<file path="src/rtl/seq_pulse_pkg.sv">
// Shared state definitions for the multi-channel high-low-high-low sequence detector.
package seq_pulse_pkg;

    localparam int STATE_W = 2;

    typedef enum logic [STATE_W-1:0] {
        IDLE  = 2'b00,
        START = 2'b01,
        STOP  = 2'b10,
        CLEAR = 2'b11
    } state_t;

endpackage

</file>
<file path="src/rtl/seq_pulse_fsm_if.sv">
// Control inputs and per-channel status outputs of seq_pulse_fsm, bundled for port connection.
interface seq_pulse_fsm_if #(
    parameter int CH    = 4,
    parameter int CNT_W = 8
);
    logic                  en;
    logic                  mode;
    logic                  clr_cnt;
    logic [CH-1:0]         a;
    logic [CH-1:0]         k1;
    logic [CH-1:0]         k2;
    logic [CH-1:0]         tmo;
    logic [2*CH-1:0]       state;
    logic [CH*CNT_W-1:0]   seq_cnt;

    modport master (
        output en, mode, clr_cnt, a,
        input  k1, k2, tmo, state, seq_cnt
    );

    modport slave (
        input  en, mode, clr_cnt, a,
        output k1, k2, tmo, state, seq_cnt
    );

endinterface

</file>
<file path="src/rtl/seq_pulse_ch.sv">
// One channel: Idle/Start/Stop/Clear FSM with dwell timeout, pulse flags and saturating count.
module seq_pulse_ch
    import seq_pulse_pkg::*;
#(
    parameter int CNT_W   = 8,
    parameter int TIMEOUT = 1000,
    parameter int TMO_W   = 16
) (
    input  logic             clk,
    input  logic             rst,
    input  logic             en,
    input  logic             mode,
    input  logic             clr_cnt,
    input  logic             a,
    output logic             k1,
    output logic             k2,
    output logic             tmo,
    output state_t           state,
    output logic [CNT_W-1:0] seq_cnt
);

    localparam logic [TMO_W-1:0] DWELL_LAST = (TIMEOUT == 0) ? '0 : TMO_W'(TIMEOUT - 1);

    logic [TMO_W-1:0] dwell;
    logic             go;

    // NOTE: always_comb with a default assigned first cannot infer a latch.
    always_comb begin
        go = 1'b0;
        case (state)
            IDLE:    go = a;
            START:   go = !a;
            STOP:    go = a;
            CLEAR:   go = !a;
            default: go = 1'b0;
        endcase
    end

    // NOTE: non-blocking assignments only, so every read sees the pre-edge value.
    always_ff @(posedge clk) begin
        if (rst) begin
            state   <= IDLE;
            dwell   <= '0;
            k1      <= 1'b0;
            k2      <= 1'b0;
            tmo     <= 1'b0;
            seq_cnt <= '0;
        end else begin
            k1  <= 1'b0;
            k2  <= 1'b0;
            tmo <= 1'b0;
            if (clr_cnt) seq_cnt <= '0;

            if (!en) begin
                state <= IDLE;
                dwell <= '0;
            end else if (go) begin
                dwell <= '0;
                case (state)
                    IDLE:  state <= START;
                    START: state <= STOP;
                    STOP: begin
                        state <= CLEAR;
                        k2    <= 1'b1;
                    end
                    CLEAR: begin
                        state <= mode ? STOP : IDLE;
                        k1    <= 1'b1;
                        // A same-cycle clear beats the increment.
                        if (!clr_cnt && seq_cnt != '1) seq_cnt <= seq_cnt + 1'b1;
                    end
                    default: state <= IDLE;
                endcase
            end else if (state == IDLE) begin
                dwell <= '0;
            end else if (TIMEOUT != 0 && dwell == DWELL_LAST) begin
                state <= IDLE;
                dwell <= '0;
                tmo   <= 1'b1;
            end else begin
                dwell <= dwell + 1'b1;
            end
        end
    end

endmodule

</file>
<file path="src/rtl/seq_pulse_fsm.sv">
// CH independent sequence-detector channels sharing enable, mode and counter clear.
module seq_pulse_fsm
    import seq_pulse_pkg::*;
#(
    parameter int CH      = 4,
    parameter int CNT_W   = 8,
    parameter int TIMEOUT = 1000,
    parameter int TMO_W   = 16
) (
    input logic           clk,
    input logic           rst,
    seq_pulse_fsm_if.slave bus
);

    logic [CH-1:0]       k1_w;
    logic [CH-1:0]       k2_w;
    logic [CH-1:0]       tmo_w;
    logic [2*CH-1:0]     state_w;
    logic [CH*CNT_W-1:0] cnt_w;

    for (genvar i = 0; i < CH; i++) begin : g_ch
        state_t st;

        seq_pulse_ch #(
            .CNT_W   (CNT_W),
            .TIMEOUT (TIMEOUT),
            .TMO_W   (TMO_W)
        ) u_ch (
            .clk     (clk),
            .rst     (rst),
            .en      (bus.en),
            .mode    (bus.mode),
            .clr_cnt (bus.clr_cnt),
            .a       (bus.a[i]),
            .k1      (k1_w[i]),
            .k2      (k2_w[i]),
            .tmo     (tmo_w[i]),
            .state   (st),
            .seq_cnt (cnt_w[i*CNT_W +: CNT_W])
        );

        assign state_w[STATE_W*i +: STATE_W] = st;
    end

    assign bus.k1      = k1_w;
    assign bus.k2      = k2_w;
    assign bus.tmo     = tmo_w;
    assign bus.state   = state_w;
    assign bus.seq_cnt = cnt_w;

endmodule

</file>
<file path="src/flat_wrapper.sv">
// flat-port wrapper written by rule: the top's interface ports become plain ports
module seq_pulse_fsm_flat import seq_pulse_pkg::*;
#(
    parameter int CH      = 4,
    parameter int CNT_W   = 8,
    parameter int TIMEOUT = 1000,
    parameter int TMO_W   = 16
)
  (clk, rst, bus_en, bus_mode, bus_clr_cnt, bus_a, bus_k1, bus_k2, bus_tmo, bus_state, bus_seq_cnt);
  seq_pulse_fsm_if #(.CH(CH), .CNT_W(CNT_W)) bus_i ();
  input logic clk;
  input logic rst;
  input wire logic [$bits(bus_i.en)-1:0] bus_en;
  input wire logic [$bits(bus_i.mode)-1:0] bus_mode;
  input wire logic [$bits(bus_i.clr_cnt)-1:0] bus_clr_cnt;
  input wire logic [$bits(bus_i.a)-1:0] bus_a;
  output wire logic [$bits(bus_i.k1)-1:0] bus_k1;
  output wire logic [$bits(bus_i.k2)-1:0] bus_k2;
  output wire logic [$bits(bus_i.tmo)-1:0] bus_tmo;
  output wire logic [$bits(bus_i.state)-1:0] bus_state;
  output wire logic [$bits(bus_i.seq_cnt)-1:0] bus_seq_cnt;
  assign bus_i.en = bus_en;
  assign bus_i.mode = bus_mode;
  assign bus_i.clr_cnt = bus_clr_cnt;
  assign bus_i.a = bus_a;
  assign bus_k1 = bus_i.k1;
  assign bus_k2 = bus_i.k2;
  assign bus_tmo = bus_i.tmo;
  assign bus_state = bus_i.state;
  assign bus_seq_cnt = bus_i.seq_cnt;
  seq_pulse_fsm #(.CH(CH), .CNT_W(CNT_W), .TIMEOUT(TIMEOUT), .TMO_W(TMO_W)) u_core (.clk(clk), .rst(rst), .bus(bus_i));
endmodule
</file>
<file path="config.mk">
export PLATFORM = sky130hd
export DESIGN_NAME = seq_pulse_fsm_flat
export DESIGN_NICKNAME = d
export VERILOG_FILES = /design/src/rtl/seq_pulse_pkg.sv /design/src/rtl/seq_pulse_fsm_if.sv /design/src/rtl/seq_pulse_ch.sv /design/src/rtl/seq_pulse_fsm.sv /design/src/flat_wrapper.sv
export SDC_FILE = /design/constraint.sdc
export NUM_CORES = 1
export LEC_CHECK = 0
export CORE_ASPECT_RATIO = 0.9
export CORE_MARGIN = 5
export CORE_UTILIZATION = 50
export DETAILED_ROUTE_END_ITERATION = 6
export PLACE_DENSITY = 0.72
export SLEW_MARGIN = 20
export SYNTH_ARGS = -nofsm -noshare
export SYNTH_HDL_FRONTEND = slang
export SYNTH_SLANG_ARGS = --single-unit
</file>
<file path="constraint.sdc">
create_clock -name clk -period 2.42 [get_ports clk]
set_input_delay 0.242 -clock clk [delete_from_list [all_inputs] [get_ports clk]]
set_output_delay 0.242 -clock clk [all_outputs]
set_load 0.05 [all_outputs]
</file>
Word-level counts from Yosys, hierarchy flattened --
Cells that the tools add are included.
Word-level totals: flip-flop bits (word level) 116, latch bits 0, memory bits (writable) 0, ROM bits 0, input port bits 9, output and inout port bits 52, logic and storage cells 156, memories 0
Operators by class: $add $sub $neg 8, multiply operators 0, div/mod/pow operators 0, magnitude comparators 0, equal/unequal tests 24, shifts and indexed selects 0, muxes and demuxes 53, bitwise gates (word level) 5, reduce and logical (&&, ||, !) cells 42
Operators by type and width (count):
- 8-bit two-way mux | 20
- 16-bit by 1-bit adder with 16-bit output (second input constant) | 4
- 16-bit by 10-bit equality test with 1-bit output (second input constant) | 4
- 8-bit by 1-bit adder with 8-bit output (second input constant) | 4
- 8-bit inequality test (second input constant) | 4
- 2-bit case mux with 4 select lines | 4
- 2-bit two-way mux | 13
- 5-bit OR reduction | 4
- 2-bit OR reduction | 9
- 2-bit equality test (second input constant) | 8
- 4-bit OR reduction | 4
- 1-bit two-way mux | 12
- 3-bit OR reduction | 4
- 2-bit by 1-bit equality test with 1-bit output (second input constant) | 4
- 2-bit zero test | 4
- 2-bit inequality test (second input constant) | 4
- 1-bit case mux with 2 select lines | 4
- 2-bit AND reduction | 4
- 2-bit nonzero test | 4
- 1-bit zero test | 5
- 1-bit inverter | 5
- 1-bit logical AND | 4

Depth between registers and ports, before layout --
Gate-level depths: netlist (run 1).
word-level depth 6, gate-level depth with buffers 7, gate-level depth less buffers 5

Cells and area by module --
Synthesis (run 1) repeated with hierarchy kept, for this count alone.
Second synthesis, totals: cells, all modules 610, area total of the unflattened synthesis 5268.8 um2
By module, submodules not included:
- seq_pulse_ch at u_core.g_ch[0].u_ch ... | times used 3, cells an instance 152, area an instance 1310.0 um2, seq. area each 580.6 um2
- seq_pulse_ch at u_core.g_ch[3].u_ch | times used 1, cells an instance 154, area an instance 1338.8 um2, seq. area each 580.6 um2

Worst setup path before layout (run 1) --
OpenSTA, ideal clock, no wires.
path type reg2reg, start reg u_core.g_ch[1].u_ch.state[0], end reg u_core.g_ch[1].u_ch.seq_cnt[3], library setup time 121 ps, data arrival time 1882 ps, data required time 2299 ps, slack 418 ps, cell stages (with the launch flop) 5, buffers on the path 0, clock period less this slack 2002 ps, cells stage by stage dfxtp_1 nand4b_1 a311oi_2 nand4_1 mux2_2
Between the ends: word-level cells in the longest chain between the ends 5, elaborated cells between the ends (all ways) 10, those cells by class eq/ne (3); mux (4); reduce/logical (3)
Ends and longest elaborated chain:
- start, declared | RTL line seq_pulse_ch.sv:18 | output state_t state,
- start signal, assigned | RTL line seq_pulse_ch.sv:67 | state <= mode ? STOP : IDLE;
- 2-bit equality test, or another cell as far along | RTL line seq_pulse_ch.sv:30, seq_pulse_ch.sv:59
- 2-bit OR reduction (no source line)
- 1-bit case mux with 2 select lines | RTL line seq_pulse_ch.sv:30 | case (state)
- 8-bit two-way mux (*) | RTL line seq_pulse_ch.sv:57 | end else if (go) begin
- 8-bit two-way mux (*) | RTL line seq_pulse_ch.sv:54 | if (!en) begin
- end signal, assigned | RTL line seq_pulse_ch.sv:70 | if (!clr_cnt && seq_cnt != '1) seq_cnt <= seq_cnt + 1'b1;
- end, declared | RTL line seq_pulse_ch.sv:19 | output logic [CNT_W-1:0] seq_cnt
Mark *: on every way between the ends. The rest lies on a longest branch, timed or not. A chain may end at the register's enable or synchronous reset.

Worst setup path in the final report (run 1) --
start reg u_core.g_ch[0].u_ch.state[0], end out bus_state[0]
RTL lines:
- start, declared | RTL line seq_pulse_ch.sv:18
- start signal, assigned | RTL line seq_pulse_ch.sv:67
- end, declared | RTL line flat_wrapper.sv:20 | output wire logic [$bits(bus_i.state)-1:0] bus_state;
No word-level cell between the ends.

==> results of run 1 <==
==> per-layer routing <==
| layer | GRT usage [%] | vias up |
|---|---|---|
| li1 | - | 2253 |
| met1 | 21.6 | 2110 |
| met2 | 30.9 | 89 |
| met3 | 6.46 | 11 |
| met4 | 5.62 | 0 |
| met5 | 0 | - |
==> how the worst min path moves through the flow <==
stage                                             from  slack, ns                                        end  cells after the start
3_5_place_dp   u_core.g_ch[3].u_ch.dwell[0]$_SDFF_PP0_       0.44    u_core.g_ch[3].u_ch.dwell[0]$_SDFF_PP0_                      1
6_report       u_core.g_ch[3].u_ch.dwell[0]$_SDFF_PP0_       0.44    u_core.g_ch[3].u_ch.dwell[0]$_SDFF_PP0_                      1
5_1_grt        u_core.g_ch[3].u_ch.dwell[0]$_SDFF_PP0_       0.49    u_core.g_ch[3].u_ch.dwell[0]$_SDFF_PP0_                      1
3_3_place_gp   u_core.g_ch[3].u_ch.dwell[0]$_SDFF_PP0_       0.42    u_core.g_ch[3].u_ch.dwell[0]$_SDFF_PP0_                      1
2_1_floorplan                                 bus_a[0]       0.38  u_core.g_ch[0].u_ch.state[0]$_SDFFE_PP0P_                      2
4_1_cts        u_core.g_ch[3].u_ch.dwell[0]$_SDFF_PP0_       0.45    u_core.g_ch[3].u_ch.dwell[0]$_SDFF_PP0_                      1
==> final cells by class <==
class	count	area share [%]
tap	129	2.46
clock buffer	22	7.22
clock inverter	9	1.94
sequential	116	35.4
inverter	28	1.60
timing repair buffer	67	9.95
multi-input combinational	440	41.4
==> flip-flops by register name (all words and copies together), names as in the netlist <==
register                  count
u_core.g_ch.u_ch.seq_cnt     32
u_core.g_ch.u_ch.k2           4
u_core.g_ch.u_ch.state        8
u_core.g_ch.u_ch.k1           4
u_core.g_ch.u_ch.dwell       64
u_core.g_ch.u_ch.tmo          4
==> synth_stat cells, types with 2 or more instances <==
cell type / n / area (µm²)
clkbuf_1: 11 / 41.3
o21ai_0: 13 / 65.1
nand2_1: 30 / 113
buf_4: 12 / 90.1
nor4b_1: 3 / 26.3
and2_1: 5 / 31.3
xor2_1: 22 / 193
nor2_1: 110 / 413
ha_1: 8 / 100
nand4_1: 25 / 156
nor2b_1: 3 / 18.8
nand2b_1: 7 / 43.8
a21oi_1: 14 / 70.1
mux2_2: 2 / 22.5
o31ai_1: 2 / 15.0
nand3_1: 29 / 145
and4_1: 3 / 26.3
nor4_1: 18 / 113
buf_2: 4 / 20.0
or3_1: 4 / 25.0
inv_1: 28 / 105
mux2i_1: 8 / 80.1
o211ai_1: 7 / 52.6
nor4bb_1: 4 / 40.0
nor3_1: 24 / 120
nor3b_1: 9 / 67.6
or3b_2: 2 / 17.5
and4b_1: 3 / 30.0
xnor2_1: 41 / 359
or2_2: 2 / 12.5
a211oi_1: 4 / 30.0
nand4b_1: 6 / 52.6
and3_1: 10 / 62.6
or4_1: 5 / 37.5
dfxtp_1: 116 / 2320
==> power breakdown <==
part           leakage (nW)  total [mW]  internal (mW)  switching (mW)
clock network         0.288        2.53           1.69           0.839
registers             0.935        1.93           1.92         0.00934
logic                 0.878      0.0900         0.0347          0.0553
total                  2.10        4.54           3.64           0.904
==> logic make-up (layout without fill, tap and decap cells) <==
group | Yosys count | after routing
AO/OA/AOI/OAI | 52 | 52
XOR/XNOR | 63 | 63
adder cells (fa/ha/maj) | 8 | 8
buffers and inverters | 57 | 126
flip-flops | 116 | 116
multiplexers | 10 | 10
AND/OR/NAND/NOR | 307 | 307
==> layout by cell type (no fill, tap or decap), types with 4 or more instances in the layout <==
cell type	count
o21ai_0	13
nand3_1	29
clkbuf_16	17
o211ai_1	7
and3_1	10
or3_1	4
ha_1	8
nand4b_1	6
nor3_1	24
dfxtp_1	116
nor4_1	18
nor3b_1	9
xnor2_1	41
buf_4	7
and2_1	5
a211oi_1	4
nand2b_1	7
clkdlybuf4s50_1	60
xor2_1	22
inv_1	28
nor2_1	110
a21oi_1	14
or4_1	5
nor4bb_1	4
nand2_1	30
mux2i_1	8
nand4_1	25
==> reports/metrics.csv, run 1 <==
metric,value,unit
port_buffers,60,
postSynthAreaPerCell,8.69,µm²
multi_input_area,0.00272,mm²
synthArstFlopShare,0,%
postSynthCellCount,613,
yosys-mux-area-fraction,1.93,%
cpMaxStageDelayCell,clkdlybuf4s50_1,
path_buf_inv,1,
fin_skew,0.00665,ns
fp-row-count,35,
ctsHoldBuffers,0,
fin_area,0.00656,mm²
drive_above_1_share,7.04,%
synth-seq-cells,116,
cts.repair.resized,0,
yosysUniqueCellTypes,54,
synth_fp_nets,630,
cts_tree,built,
setup_ws,0.393,ns
crit_type,reg2out,
vias,4463,
dr.pass1.iters,4,
startpoint_type,flip-flop,
wl_met1,5290,µm
min_path_type,reg2reg,
grt_pass1_wl,19000,µm
root_buffer,clkbuf_16,
power.density,692,mW/mm²
cp_top_family,buffers and inverters,
syn_to_final_growth,23.3,%
tightestPinTransition,0.590,ns
overflow,0,
fmax,493,MHz
synthAdderAreaFrac,1.88,%
place_inst,780,
slew_headroom,60.6,%
fin_util,63.5,%
clk_pin_slew,0.05,ns
cellLeakagePower,2.10,nW
crit_end,bus_state[0],
dpl_worst_slack,0.0424,ns
worstPathArrival,1.79,ns
ir_drop,0.000567,V
worstSetupPathDepth,1,
synthSimpleGateAreaFrac,30.5,%
finalNetCount,687,
viasPerCell,5.50,
fin_cells,811,
syn_area,0.00533,mm²
hold_viol_final,0,
totalPowerFinal,4.54,mW
clock_path_buffers,2,
clk_latency,0.40,ns
finalCritPeriodShare,83.8,%
diodes,0,
cp-startpoint,u_core.g_ch[0].u_ch.state[0]$_SDFFE_PP0P_,
die_area,0.0128,mm²
reg2regPathDepth,5,
synth-compound-area-share,6.44,%
grt_start_max_net_pins,17,
yosysWarnings,0,
status,"complete, no violations",
r2r-end,u_core.g_ch[0].u_ch.dwell[11]$_SDFF_PP0_,
die_y,108,µm
hold_slack,0.445,ns
antenna_found_initial,0,
die_w,119,µm
synth_top_family_by_area,simple AND/OR/NAND/NOR gates,
n_fill_cell,856,
grtUsageTotal,18.1,%
ios,61,
regArea,0.00232,mm²
grt_pass1_vias,4145,
end_kind,output pin,
synth_edf_count,0,
fin_setup_tns,0,ns
dr_wl_met2,5590,µm
drc,0,
htreeDepth,4,
fin_crit,2.03,ns
r2r_setup_slack,0.42,ns
wl_per_cell,14.2,µm
top_layer,met4,
required,2.18,ns
cp_max_fo,10,
rsz0062_at_grt,no,
drt_iter0_drc,300,
setup_viol,0,
synth_seq_area_share,43.6,%
max_cap_violations,0,
cts.sinks,116,
antenna_left,0,
postCtsSetupBuffers,0,
dp_hpwl,8180,µm
start_util,51.5,%
core_area,0.0103,mm²
regToRegStartpoint,u_core.g_ch[0].u_ch.dwell[0]$_SDFF_PP0_,
wirelength,11500,µm
max_stage_delay,0.87,ns
dr_wl_met3,508,µm
cts_buffers,17,
place_congestion,0.827,
synth-xor-area-share,10.4,%
post_dp_cell_area,0.00596,mm²
synth_flop_cell,dfxtp_1,
worstPathCellList,clkdlybuf4s50_1,
final_max_slew_viol_count,0,
Note: power is estimated with default switching activity, not from simulation.
==> run 2: changes to the inputs <==
clock period = 1.98 ns   (was 2.42 ns; I/O delays follow)
==> run 2 against run 1 <==
Against the previous run: clock skew shrank 0.0012 ns; first-iteration DRC count rose by 18%; total power is 19% higher; sequential share of layout area is 0.49 points lower; critical path type unchanged; critical endpoint is now bus_seq_cnt[4]; largest cell class unchanged; highest routed layer unchanged.
==> reports/metrics.csv, run 2 (synthesis results as in run 1) <==
metric,value,unit,change
cts_buffers,17,,unchanged
cp-startpoint,u_core.g_ch[0].u_ch.seq_cnt[4]$_SDFF_PP0_,,was u_core.g_ch[0].u_ch.state[0]$_SDFFE_PP0P_
worstPathArrival,1.70,ns,was 1.79 ns
fin_skew,0.00545,ns,was 0.00665 ns
grtUsageTotal,18.4,%,was 18.1%
totalPowerFinal,5.42,mW,was 4.54 mW
largest_reg_flops,64,,unchanged
min_path_cells,1,,unchanged
r2r_setup_slack,0.18,ns,was 0.42 ns
regToRegStartpoint,u_core.g_ch[1].u_ch.dwell[3]$_SDFF_PP0_,,was u_core.g_ch[0].u_ch.dwell[0]$_SDFF_PP0_
dpl_worst_slack,-0.00315,ns,was 0.0424 ns
r2r-end,u_core.g_ch[1].u_ch.state[1]$_SDFFE_PP0P_,,was u_core.g_ch[0].u_ch.dwell[11]$_SDFF_PP0_
ir_drop,0.000495,V,was 0.000567 V
cellLeakagePower,2.22,nW,was 2.10 nW
slew_headroom,62.3,%,was 60.6%
diodes,0,,unchanged
final_cell_mix,"115 x dfxtp_1, 110 x nor2_1, 56 x clkdlybuf4s50_1, 41 x xnor2_1, 30 x nand2_1",,"was 116 x dfxtp_1, 110 x nor2_1, 60 x clkdlybuf4s50_1, 41 x xnor2_1, 30 x nand2_1"
crit_type,reg2out,,unchanged
fmax,527,MHz,
tightestPinTransition,0.566,ns,was 0.590 ns
grt_pass1_vias,4212,,was 4145
die_area,0.0128,mm²,unchanged
dp_hpwl,8050,µm,was 8180 µm
htreeDepth,4,,unchanged
clock_path_buffers,2,,unchanged
final_max_slew_viol_count,0,,unchanged
antenna_left,0,,unchanged
grt.busiest_layer,met2,,unchanged
max_cap_violations,0,,unchanged
wirelength,11400,µm,was 11500 µm
power.density,814,mW/mm²,was 692 mW/mm²
hold_end,u_core.g_ch[3].u_ch.dwell[0]$_SDFF_PP0_,,unchanged
clk_latency,0.40,ns,about the same
vias,4496,,was 4463
reg_top3,"u_core.g_ch.u_ch.dwell x64, u_core.g_ch.u_ch.seq_cnt x32, u_core.g_ch.u_ch.state x8",,unchanged
layout_commonest_cell,dfxtp_1,,unchanged
grt_pass1_wl,19600,µm,was 19000 µm
path_buf_inv,1,,unchanged
cts.sinks,116,,unchanged
die_y,108,µm,unchanged
cp_max_fo,6,,was 10
clk_pin_slew,0.05,ns,about the same
die_w,119,µm,unchanged
max_stage_delay,0.86,ns,was 0.87 ns
grt_use_met3,5.94,%,was 6.46%
setup_viol,0,,unchanged
fp-row-count,35,,unchanged
hold_viol_final,0,,unchanged
grt_start_max_net_pins,26,,was 17
antenna_found_initial,0,,unchanged
setup_ws,0.0842,ns,was 0.393 ns
min_path_type,reg2reg,,unchanged
end_kind,output pin,,unchanged
worstPathCellList,clkdlybuf4s50_1,,unchanged
syn_to_final_growth,25.0,%,was 23.3%
reg2regPathDepth,5,,unchanged
ios,61,,unchanged
rsz0062_at_grt,no,,unchanged
finalCritPeriodShare,95.7,%,
core_area,0.0103,mm²,unchanged
drt_iter0_drc,354,,was 300
dr.pass1.iters,5,,was 4
startpoint_type,flip-flop,,unchanged
top_register,u_core.g_ch.u_ch.dwell,,unchanged
drive_above_1_share,9.05,%,was 7.04%
cts_tree,built,,unchanged
place_congestion,0.845,,was 0.827
status,"complete, no violations",,unchanged
required,1.78,ns,was 2.18 ns
overflow,0,,unchanged
cp_top_family,buffers and inverters,,unchanged
root_buffer,clkbuf_16,,unchanged
min-delay-start,u_core.g_ch[3].u_ch.dwell[0]$_SDFF_PP0_,,unchanged
finalNetCount,700,,was 687
fin_crit,1.90,ns,
port_buffers,60,,unchanged
viasPerCell,5.45,,was 5.50
drc,0,,unchanged
cpMaxStageDelayCell,clkdlybuf4s50_1,,unchanged
start_util,51.5,%,unchanged
grt_util_met1,23.1,%,was 21.6%
wl_per_cell,13.8,µm,was 14.2 µm
grt_util_met2,30.2,%,was 30.9%
postCtsSetupBuffers,0,,unchanged
-- run 2: area by class of cell --
cell class / instances / area, µm²
clock buffers: 22 / 474
clock inverters: 10 / 105
fillers: 866 / 3680
inverters: 28 / 105
multi-input cells: 440 / 2720
flip-flops and latches: 116 / 2320
well taps: 129 / 161
repair buffers: 80 / 769
-- run 2: where the power goes --
| part | internal [mW] | switching (mW) |
|---|---|---|
| sequential | 2.34 | 0.0106 |
| clock | 1.93 | 1.02 |
| combinational | 0.0468 | 0.0694 |
| total | 4.32 | 1.10 |
-- run 2: what timing repair did --
action / 4_1_cts / 5_1_grt
endpoints found under the setup margin: 1 / 3
gates resized for setup: 1 / 3
hold buffers: 0 / 0
-- run 2: through the flow --
stage          utilization, %  hold slack, ns  setup TNS (ns)  area (µm²)  instances
2_1_floorplan               -           0.339               0        5330        613
3_3_place_gp             58.8           0.426               0        6070        793
3_5_place_dp             58.8           0.443        -0.00315        6070        793
4_1_cts                  64.4           0.455               0        6650        825
5_1_grt                  64.4           0.469               0        6660        825
6_report                 64.4           0.447               0        6660        825
-- run 2: layer usage --
layer / routed length [µm] / share of wire [%] / vias up
li1: - / - / 2280
met1: 5320 / 47 / 2106
met2: 5360 / 47 / 104
met3: 602 / 5.3 / 6
met4: 93 / 0.82 / 0
met5: 0 / 0 / -
-- run 2: how the worst max path moves through the flow --
stage / cells after the start / slack, ns / to
floorplan: 4 / 0.03 / u_core.g_ch[1].u_ch.seq_cnt[3]$_SDFF_PP0_
global placement: 6 / 0.04 / u_core.g_ch[1].u_ch.seq_cnt[3]$_SDFF_PP0_
detailed placement: 6 / -0.003 / u_core.g_ch[1].u_ch.seq_cnt[3]$_SDFF_PP0_
CTS: 1 / 0.006 / bus_state[6]
global route: 1 / 0.02 / bus_state[1]
finish: 1 / 0.08 / bus_seq_cnt[4]
==> patch (flow settings as in run 1) <==
`TMO_W` is set to 16 in 3 places; all go to 24.
--- a/src/rtl/seq_pulse_ch.sv
+++ b/src/rtl/seq_pulse_ch.sv
@@ -4,7 +4,7 @@
 #(
     parameter int CNT_W   = 8,
     parameter int TIMEOUT = 1000,
-    parameter int TMO_W   = 16
+    parameter int TMO_W   = 24
 ) (
     input  logic             clk,
     input  logic             rst,
--- a/src/rtl/seq_pulse_fsm.sv
+++ b/src/rtl/seq_pulse_fsm.sv
@@ -5,7 +5,7 @@
     parameter int CH      = 4,
     parameter int CNT_W   = 8,
     parameter int TIMEOUT = 1000,
-    parameter int TMO_W   = 16
+    parameter int TMO_W   = 24
 ) (
     input logic           clk,
     input logic           rst,
--- a/src/flat_wrapper.sv
+++ b/src/flat_wrapper.sv
@@ -4,7 +4,7 @@
     parameter int CH      = 4,
     parameter int CNT_W   = 8,
     parameter int TIMEOUT = 1000,
-    parameter int TMO_W   = 16
+    parameter int TMO_W   = 24
 )
   (clk, rst, bus_en, bus_mode, bus_clr_cnt, bus_a, bus_k1, bus_k2, bus_tmo, bus_state, bus_seq_cnt);
   seq_pulse_fsm_if #(.CH(CH), .CNT_W(CNT_W)) bus_i ();
Behaviour: same outputs for any inputs over 4 cycles, from zero or initial values and one cycle with rst high; that may be too few to reach the edited logic, so the function may still have changed.
==> patch against run 1 <==
  * Sequential cell count increased by 32
  * Cell area increased by 27%
  * Combinational power increased by 1%
  * Via count increased by 37%
  * Power increased by 15%
  * Critical path type is now reg -> reg
  * Global-route usage increased by 1.4 points
  * Worst setup slack got worse by 0.12 ns
  * Synthesized area increased by 32%
  * Wire length increased by 36%
==> patch: results (changes against run 1) <==
- Vias: 6130 (was 4463)
- Slowest cell on the critical path: or4b_4 (was clkdlybuf4s50_1)
- FF-to-FF End: u_core.g_ch[0].u_ch.dwell[14]$_SDFF_PP0_ (was u_core.g_ch[0].u_ch.dwell[11]$_SDFF_PP0_)
- Top cells by area, synth: dfxtp_1, nor2_1, xnor2_1 (unchanged)
- Syn_nets: 844 (was 630)
- Worst-Skew Late Latency: 0.42 ns (was 0.40 ns)
- Largest regs: u_core.g_ch.u_ch.dwell: 96 flops, u_core.g_ch.u_ch.seq_cnt: 32 flops, u_core.g_ch.u_ch.state: 8 flops (was u_core.g_ch.u_ch.dwell: 64 flops, u_core.g_ch.u_ch.seq_cnt: 32 flops, u_core.g_ch.u_ch.state: 8 flops)
- Crit path largest cell delay: 0.58 ns (was 0.87 ns)
- Delay-heaviest family, CP: simple AND/OR/NAND/NOR gates (was buffers and inverters)
- Sequential area share after synthesis: 42.2% (was 43.6%)
- Number of global-route vias before repair: 5495 (was 4145)
- Wire length per cell: 14.4 microns (was 14.2 microns)
- R2R Setup Slk: 0.27 ns (was 0.42 ns)
- Mean post-synth cell area: 8.50 sq um (was 8.69 sq um)
- HPWL after detailed placement: 10900 microns (was 8180 microns)
- Total Wirelength: 15600 microns (was 11500 microns)
- Placed cell area: 7760 sq um (was 5960 sq um)
- Peak VDD IR: 0.464 mV (was 0.567 mV)
- Dpl cells: 1054 (was 780)
- Largest fanout on the critical path: 14 (was 10)
- FILL cells: 1218 (was 856)
- Slew headroom: 59.2% (was 60.6%)
- WS Path Type: reg -> reg (was reg -> out)
- Share of layout cells above drive strength 1: 7.05% (was 7.04%)
- Global-route wire length before repair: 26500 microns (was 19000 microns)
- Crit Reg-Reg Startpoint: u_core.g_ch[0].u_ch.dwell[10]$_SDFF_PP0_ (was u_core.g_ch[0].u_ch.dwell[0]$_SDFF_PP0_)
- Total GRT Usage: 19.6% (was 18.1%)
- Pint: 4.12 mW (was 3.64 mW)
- Setup Skew: 0.00722 ns (was 0.00665 ns)
- Status: finished clean (unchanged)
- Area grow syn2layout: 19.0% (was 23.3%)
- 1st-iter DRT viols: 565 (was 300)
- Leak Pwr: 2.46 nW (was 2.10 nW)
- Hold path startpoint: u_core.g_ch[3].u_ch.dwell[0]$_SDFF_PP0_ (unchanged)
- Largest net degree at the start of global routing: 26 (was 17)
- GPL Wtd Cong: 0.844 (was 0.827)
- Library cells used by synthesis: 56 (was 54)
- Min Hold Slack: 0.445 ns (about the same)
- Commonest cells post-synth: dfxtp_1, nor2_1, a21oi_1, nand3_1, nand2_1 (was dfxtp_1, nor2_1, xnor2_1, nand2_1, nand3_1)
- Net total in the final layout: 897 (was 687)
## patch: per-layer routing
metal	vias up	track usage [%]	wire (microns)	part of all wire, %
met5	-	0	0	0
met4	0	6.36	192	1.2
met3	14	5.57	858	5.5
met2	149	29.0	6700	43
met1	2826	27.6	7840	50
li1	3141	-	-	-
## patch: through the flow
stage | total power, mW | setup WS, ns
finish | 5.21 | 0.269
global route | 5.40 | 0.177
CTS | 5.26 | 0.263
detailed placement | 2.59 | 0.0892
global placement | 2.59 | 0.158
floorplan | 2.55 | 0.188
## patch: kinds of logic after synthesis
kind of cell / after synthesis / synth area share, %
compound gates: 139 / 12.2
xor+xnor: 62 / 7.73
fa+ha+maj: 8 / 1.42
buf+inv: 68 / 4.61
flops: 148 / 42.2
mux: 6 / 0.873
simple gates: 396 / 31.0
## patch: worst max path at each step
stage                                           endpoint  slack, ns  depth (start not counted)
3_3_place_gp   u_core.g_ch[2].u_ch.seq_cnt[7]$_SDFF_PP0_       0.16                          5
2_1_floorplan  u_core.g_ch[2].u_ch.seq_cnt[4]$_SDFF_PP0_       0.19                          5
3_5_place_dp   u_core.g_ch[2].u_ch.seq_cnt[7]$_SDFF_PP0_       0.09                          5
5_1_grt         u_core.g_ch[0].u_ch.dwell[21]$_SDFF_PP0_       0.18                          5
6_report        u_core.g_ch[0].u_ch.dwell[14]$_SDFF_PP0_       0.27                          5
4_1_cts         u_core.g_ch[0].u_ch.dwell[14]$_SDFF_PP0_       0.26                          5
## patch: power by group through the flow
stage               clock network (mW)  registers [mW]  logic, mW
floorplan                            0            2.51     0.0365
global placement                     0            2.50     0.0898
detailed placement                   0            2.50     0.0908
CTS                               2.72            2.45     0.0910
global route                      2.85            2.45     0.0979
finish                            2.67            2.45     0.0909
## patch: area by class of cell
| type | count | share of cell area [%] |
|---|---|---|
| repair buffers | 72 | 8.41 |
| clock buffers | 19 | 5.30 |
| inverters | 30 | 1.35 |
| clock inverters | 13 | 1.90 |
| well taps | 193 | 2.89 |
| flip-flops and latches | 148 | 35.4 |
| multi-input cells | 611 | 44.7 |
